## config.mk

```make
export PLATFORM = sky130hd
export DESIGN_NAME = mac_port_reader
export DESIGN_NICKNAME = d
export VERILOG_FILES = /design/src/rtl/mac_port_reader.sv
export SDC_FILE = /design/constraint.sdc
export NUM_CORES = 1
export LEC_CHECK = 0
export CELL_PAD_IN_SITES_DETAIL_PLACEMENT = 1
export CELL_PAD_IN_SITES_GLOBAL_PLACEMENT = 1
export CORE_UTILIZATION = 47
export CTS_CLUSTER_SIZE = 12
export DETAILED_ROUTE_END_ITERATION = 8
export GPL_TIMING_DRIVEN = 0
export PLACE_DENSITY_LB_ADDON = 0.1
export SKIP_LAST_GASP = 1
export SLEW_MARGIN = 20
export SYNTH_ARGS = -nofsm -noshare
export SYNTH_HDL_FRONTEND = slang
export SYNTH_SLANG_ARGS = --single-unit
```

## constraint.sdc

```tcl
create_clock -name clk -period 9.95 [get_ports clk]
set_input_delay 2.985 -clock clk [delete_from_list [all_inputs] [get_ports clk]]
set_output_delay 2.985 -clock clk [all_outputs]
set_load 0.02 [all_outputs]
```

## src/rtl/mac_port_reader.sv

```systemverilog
// mac_port_reader: watches the producer's two registered result ports,
// turns every value change into a tagged FIFO entry, and hands entries out
// through a valid/ready read port. Keeps saturating per-port counters and
// tracks the producer phase: IDLE -> RUN on the first port_A update, and
// -> POST on the first port_B update.
//
// Optional feature: define MAC_READER_CHECK_EN to add a monotonic checker.
// It flags any accepted port value that is lower than the previously
// accepted value on the same port. With the macro undefined, mono_err is
// tied to 0 and the checker registers do not exist.
//
// Read handshake: rd_valid is high whenever the FIFO holds an entry, and
// rd_data/rd_src then show the head entry. An entry leaves at the rising edge
// where rd_valid && rd_ready. The head stays stable while rd_ready is low.
module mac_port_reader #(
    parameter int DEPTH = 4,
    parameter int DW    = 8
) (
    input  logic          clk,
    input  logic          rst,
    input  logic [DW-1:0] port_A,
    input  logic [DW-1:0] port_B,
    input  logic          rd_ready,
    output logic          rd_valid,
    output logic [DW-1:0] rd_data,
    output logic          rd_src,
    output logic [7:0]    cnt_a,
    output logic [7:0]    cnt_b,
    output logic [1:0]    phase,
    output logic          overflow,
    output logic          mono_err
);

    localparam int PW = $clog2(DEPTH);
    localparam int CW = PW + 1;

    typedef enum logic [1:0] {
        IDLE = 2'd0,
        RUN  = 2'd1,
        POST = 2'd2
    } state_t;

    state_t        state;
    logic [DW-1:0] prev_a;
    logic [DW-1:0] prev_b;
    logic [DW:0]   mem [DEPTH];
    logic [PW-1:0] wptr;
    logic [PW-1:0] rptr;
    logic [CW-1:0] count;

    logic          ev_a;
    logic          ev_b;
    logic [CW-1:0] free;
    logic          acc_a;
    logic          acc_b;
    logic          pop;
    logic [PW-1:0] slot_b;
    logic [DW:0]   head;

    // Event detection and admission. Free space comes from the registered
    // count only, so a same-cycle pop never makes room for this cycle's
    // pushes. B is dropped before A when space runs short.
    always_comb begin
        ev_a   = (port_A != prev_a);
        ev_b   = (port_B != prev_b);
        free   = CW'(DEPTH) - count;
        acc_a  = ev_a && (free >= CW'(1));
        acc_b  = ev_b && (free >= (acc_a ? CW'(2) : CW'(1)));
        pop    = rd_valid && rd_ready;
        slot_b = acc_a ? (wptr + PW'(1)) : wptr;
    end

    assign head     = mem[rptr];
    assign rd_valid = (count != '0);
    assign rd_data  = rd_valid ? head[DW-1:0] : '0;
    assign rd_src   = rd_valid & head[DW];
    assign phase    = state;

    // Entry storage. Only the pointers and count need a reset, because
    // outputs are masked while the FIFO is empty.
    always_ff @(posedge clk) begin
        if (!rst) begin
            if (acc_a) mem[wptr]   <= {1'b0, port_A};
            if (acc_b) mem[slot_b] <= {1'b1, port_B};
        end
    end

    // Port history, FIFO pointers, occupancy, counters and the sticky
    // overflow flag.
    always_ff @(posedge clk) begin
        if (rst) begin
            prev_a   <= '0;
            prev_b   <= '0;
            wptr     <= '0;
            rptr     <= '0;
            count    <= '0;
            cnt_a    <= '0;
            cnt_b    <= '0;
            overflow <= 1'b0;
        end else begin
            prev_a <= port_A;
            prev_b <= port_B;
            wptr   <= wptr + PW'(acc_a) + PW'(acc_b);
            rptr   <= rptr + PW'(pop);
            count  <= count + CW'(acc_a) + CW'(acc_b) - CW'(pop);
            if (acc_a && cnt_a != 8'hFF) cnt_a <= cnt_a + 8'd1;
            if (acc_b && cnt_b != 8'hFF) cnt_b <= cnt_b + 8'd1;
            if ((ev_a && !acc_a) || (ev_b && !acc_b)) overflow <= 1'b1;
        end
    end

    // Producer phase tracker. POST is absorbing, and a simultaneous A+B
    // update from IDLE goes straight to POST.
    always_ff @(posedge clk) begin
        if (rst) begin
            state <= IDLE;
        end else begin
            case (state)
                IDLE: begin
                    if (acc_b)      state <= POST;
                    else if (acc_a) state <= RUN;
                end
                RUN: begin
                    if (acc_b) state <= POST;
                end
                POST:    state <= POST;
                default: state <= IDLE;
            endcase
        end
    end

`ifdef MAC_READER_CHECK_EN
    logic [DW-1:0] last_a;
    logic [DW-1:0] last_b;
    logic          mono_q;

    // Monotonic checker: an accepted value below the last accepted value
    // on the same port is a violation.
    always_ff @(posedge clk) begin
        if (rst) begin
            last_a <= '0;
            last_b <= '0;
            mono_q <= 1'b0;
        end else begin
            if (acc_a) begin
                last_a <= port_A;
                if (port_A < last_a) mono_q <= 1'b1;
            end
            if (acc_b) begin
                last_b <= port_B;
                if (port_B < last_b) mono_q <= 1'b1;
            end
        end
    end

    assign mono_err = mono_q;
`else
    assign mono_err = 1'b0;
`endif

endmodule

```

==> results.md <==
- Status: finished, final reports clean
- Die Area: 0.00946 mm²
- Gpl congestion: 0.901
- Synthesized area per cell: 9.99 µm²
- Cells after Synth: 427
- Ys Warns: 0
- Inserted Diodes: 0
- Core area: 0.00876 mm²
- WL/cell: approximately 22 µm
- Clk sink count: 78
- Root buf cell: clkbuf_8
- Internal power consumption: 0.942 mW
- Seq/Total Area, Yosys: 44.1%
- Slew Limit Fails: 0
- Starting density of the core: about half
- Fin. Hold Viols: 0
- GRT Total Usage: 28.9%
- Most used DFF post-synth: dfxtp_1
- Mapped Area: 0.00427 mm²
- # setup viols final: 0
- Setup TNS: 0 ps
- Final min period: about 7200 ps
- Dpl cell area: 0.00486 mm²
- Register area: approximately 0.0019 mm²
- Worst Skew: 19.2 ps
- DRC Markers: 0
- Sequential Power Share: 31.0%
- Final period util: a little under three quarters
- Synth async-reset ratio: 0%
- Synth Register Bits: 78
- Sw Pwr: 0.762 mW
- R2r setup slk: slightly above 5000 ps
- Mapped Nets: 465
- Nets: 522
- Clk pin slew, worst setup/hold paths: around 80 ps
- Post-CTS sizing: 0
- First-pass GRT wire length: 21.2 mm
- Multi-input gate area: ~0.0022 mm²
- Clock Path Buffers: 2
- DIE WIDTH: 97.3 µm
- CTS tree: yes
- Fillers: between 1,000 and 1,500
- Cell taking the most area after synthesis: edfxtp_1
- Routed Antenna Nets: 0
- MaxCap Viol Count: 0
- LEAKAGE: 1.70 nW
- Gr ovfl total: 0
- DR pass1 iterations: 4
- Die H: 97.3 µm
- Cell count after placement: 581
- CTS H-tree lvls: 3
- Commonest cells after routing, fill and taps aside: dfxtp_1 (46), clkdlybuf4s50_1 (46), o21ai_0 (44), edfxtp_1 (32), a21oi_1 (30)
- Netlist cell types: 55
- Final worst setup slack: 2790 ps
- # port buffers: 46
- Top cell type's share of synthesized area: ~23%
- FMAX: 140 MHz
- Slew of the pin with the lowest slew margin: roughly 1000 ps
- Slew margin rel.: 31.1%
- Layout cells sized above 1: 7.36%
- Crit path required time: just over 10,000 ps
- Skew-Pair Late Insertion Delay: approximately 370 ps
- WHS: 488 ps
- Fin cells: 597
- Cell Pwr Density: about 340 mW/mm²
- WL final: 13.2 mm
- Cts bufs inserted: 9
- Post-CTS Setup Repair Bufs: 0
- Area contributors post-synth: edfxtp_1 (23%), dfxtp_1 (22%), o21ai_0 (5.5%)
- Initial antenna violation count: 0
- Via/cell ratio: 6.34
- I/O pins: approximately 50
- Comb power frac: 53.7%
- Hpwl dp: 9.53 mm
- CP Data Arrival Time: 7380 ps
- Worst setup SP type: primary input
- Peak supply drop: 0.198 mV
- Unrepaired setup endpoints after global routing: false
- Rows: 34
- Critical path capture point type: register
- Design area: 0.00507 mm²
- Vias in the first global route: around 4,000
- Crit Path Category: primary input to register
- Initial DRC Count: 194
- Via count: 3,786
- Sw Ratio: between 40% and 50%
- Pin count of the biggest net entering global routing: 14
- Max FO, Critical Path: 13
- Post-synth EDFFs: 32
- Hold crit path type: register to register
- Clock power frac: 15.3%
- Area Growth Syn to Fin: 18.8%
- Hold-fix buffers, CTS: 0
- Dpl ws: between 2000 and 3000 ps
## power by group through the flow
stage	combinational (mW)	clock [mW]	sequential [mW]
2_1_floorplan	0.567	0	0.529
4_1_cts	0.912	0.261	0.527
6_report	0.915	0.261	0.528
3_5_place_dp	0.903	0	0.534
5_1_grt	0.992	0.274	0.539
3_3_place_gp	0.849	0	0.524
## kinds of logic after synthesis
logic type | after synthesis | share of synthesized area (%)
AO/OA/AOI/OAI | 140 | 20.5
AND/OR/NAND/NOR | 117 | 15.8
flip-flops | 78 | 44.1
buffers and inverters | 41 | 4.02
XOR/XNOR | 20 | 4.11
adder cells (fa/ha/maj) | 19 | 6.10
multiplexers | 11 | 5.25
other | 1 | 0.0879
## critical path: stages
cell and delay (ps):
clkdlybuf4s50_1 600, xnor2_1 180, and4_1 220, buf_2 240
a21oi_2 110, inv_2 140, buf_2 280, ha_1 280
nor2b_1 170, o21ai_1 150, o21ai_1 420, inv_1 290
fa_1 490, fa_1 400, xnor2_1 200, xnor2_1 160
nor2_1 60
## synthesized netlist by cell type (6+ instances only)
cell type / instances
inv_1: 14
o21ai_1: 13
mux4_2: 9
clkbuf_1: 14
and3_1: 7
and2_1: 9
nand2_1: 12
nand3_1: 28
a21oi_1: 30
o211ai_1: 19
ha_1: 16
nor2b_1: 25
or4_1: 7
o31ai_1: 6
o21ai_0: 47
xnor2_1: 19
edfxtp_1: 32
dfxtp_1: 46
nor2_1: 7
## registers in the layout, summed over array words and instances, names as in the netlist
signal / flops
prev_a: 8
rptr: 2
count: 3
cnt_b: 8
wptr: 2
cnt_a: 8
phase: 2
prev_b: 8
overflow: 1
mem: 36
## routing by layer
metal / track usage [%] / vias to the layer above / wire length [µm] / share of wire (%)
met5: 0 / - / 0 / 0
li1: - / 1724 / - / -
met1: 33.6 / 1886 / 5220 / 39
met2: 51.0 / 132 / 6790 / 51
met4: 15.6 / 0 / 488 / 3.7
met3: 4.60 / 44 / 743 / 5.6
## metrics by stage
| stage | power [mW] | util [%] |
|---|---|---|
| 3_3_place_gp | 1.37 | 55.5 |
| 6_report | 1.70 | 57.8 |
| 2_1_floorplan | 1.10 | - |
| 4_1_cts | 1.70 | 57.8 |
| 3_5_place_dp | 1.44 | 55.5 |
| 5_1_grt | 1.81 | 57.8 |
## cell type report
type | count | share of cell area [%]
buffer | 25 | 2.20
clock buffer | 12 | 2.67
clock inverter | 4 | 1.43
inverter | 16 | 1.18
multi-input combinational | 308 | 43.6
sequential | 78 | 37.1
tap | 108 | 2.67
timing repair buffer | 46 | 9.08
## final timing paths
path         startpoint        end  cells past startpoint
max           port_A[6]   count[2]                     17
max reg2reg    count[0]   count[2]                     17
min reg2reg   mem[2][8]  mem[2][8]                      1
min           mem[2][8]  mem[2][8]                      1
(Power assumes the default switching activity.)
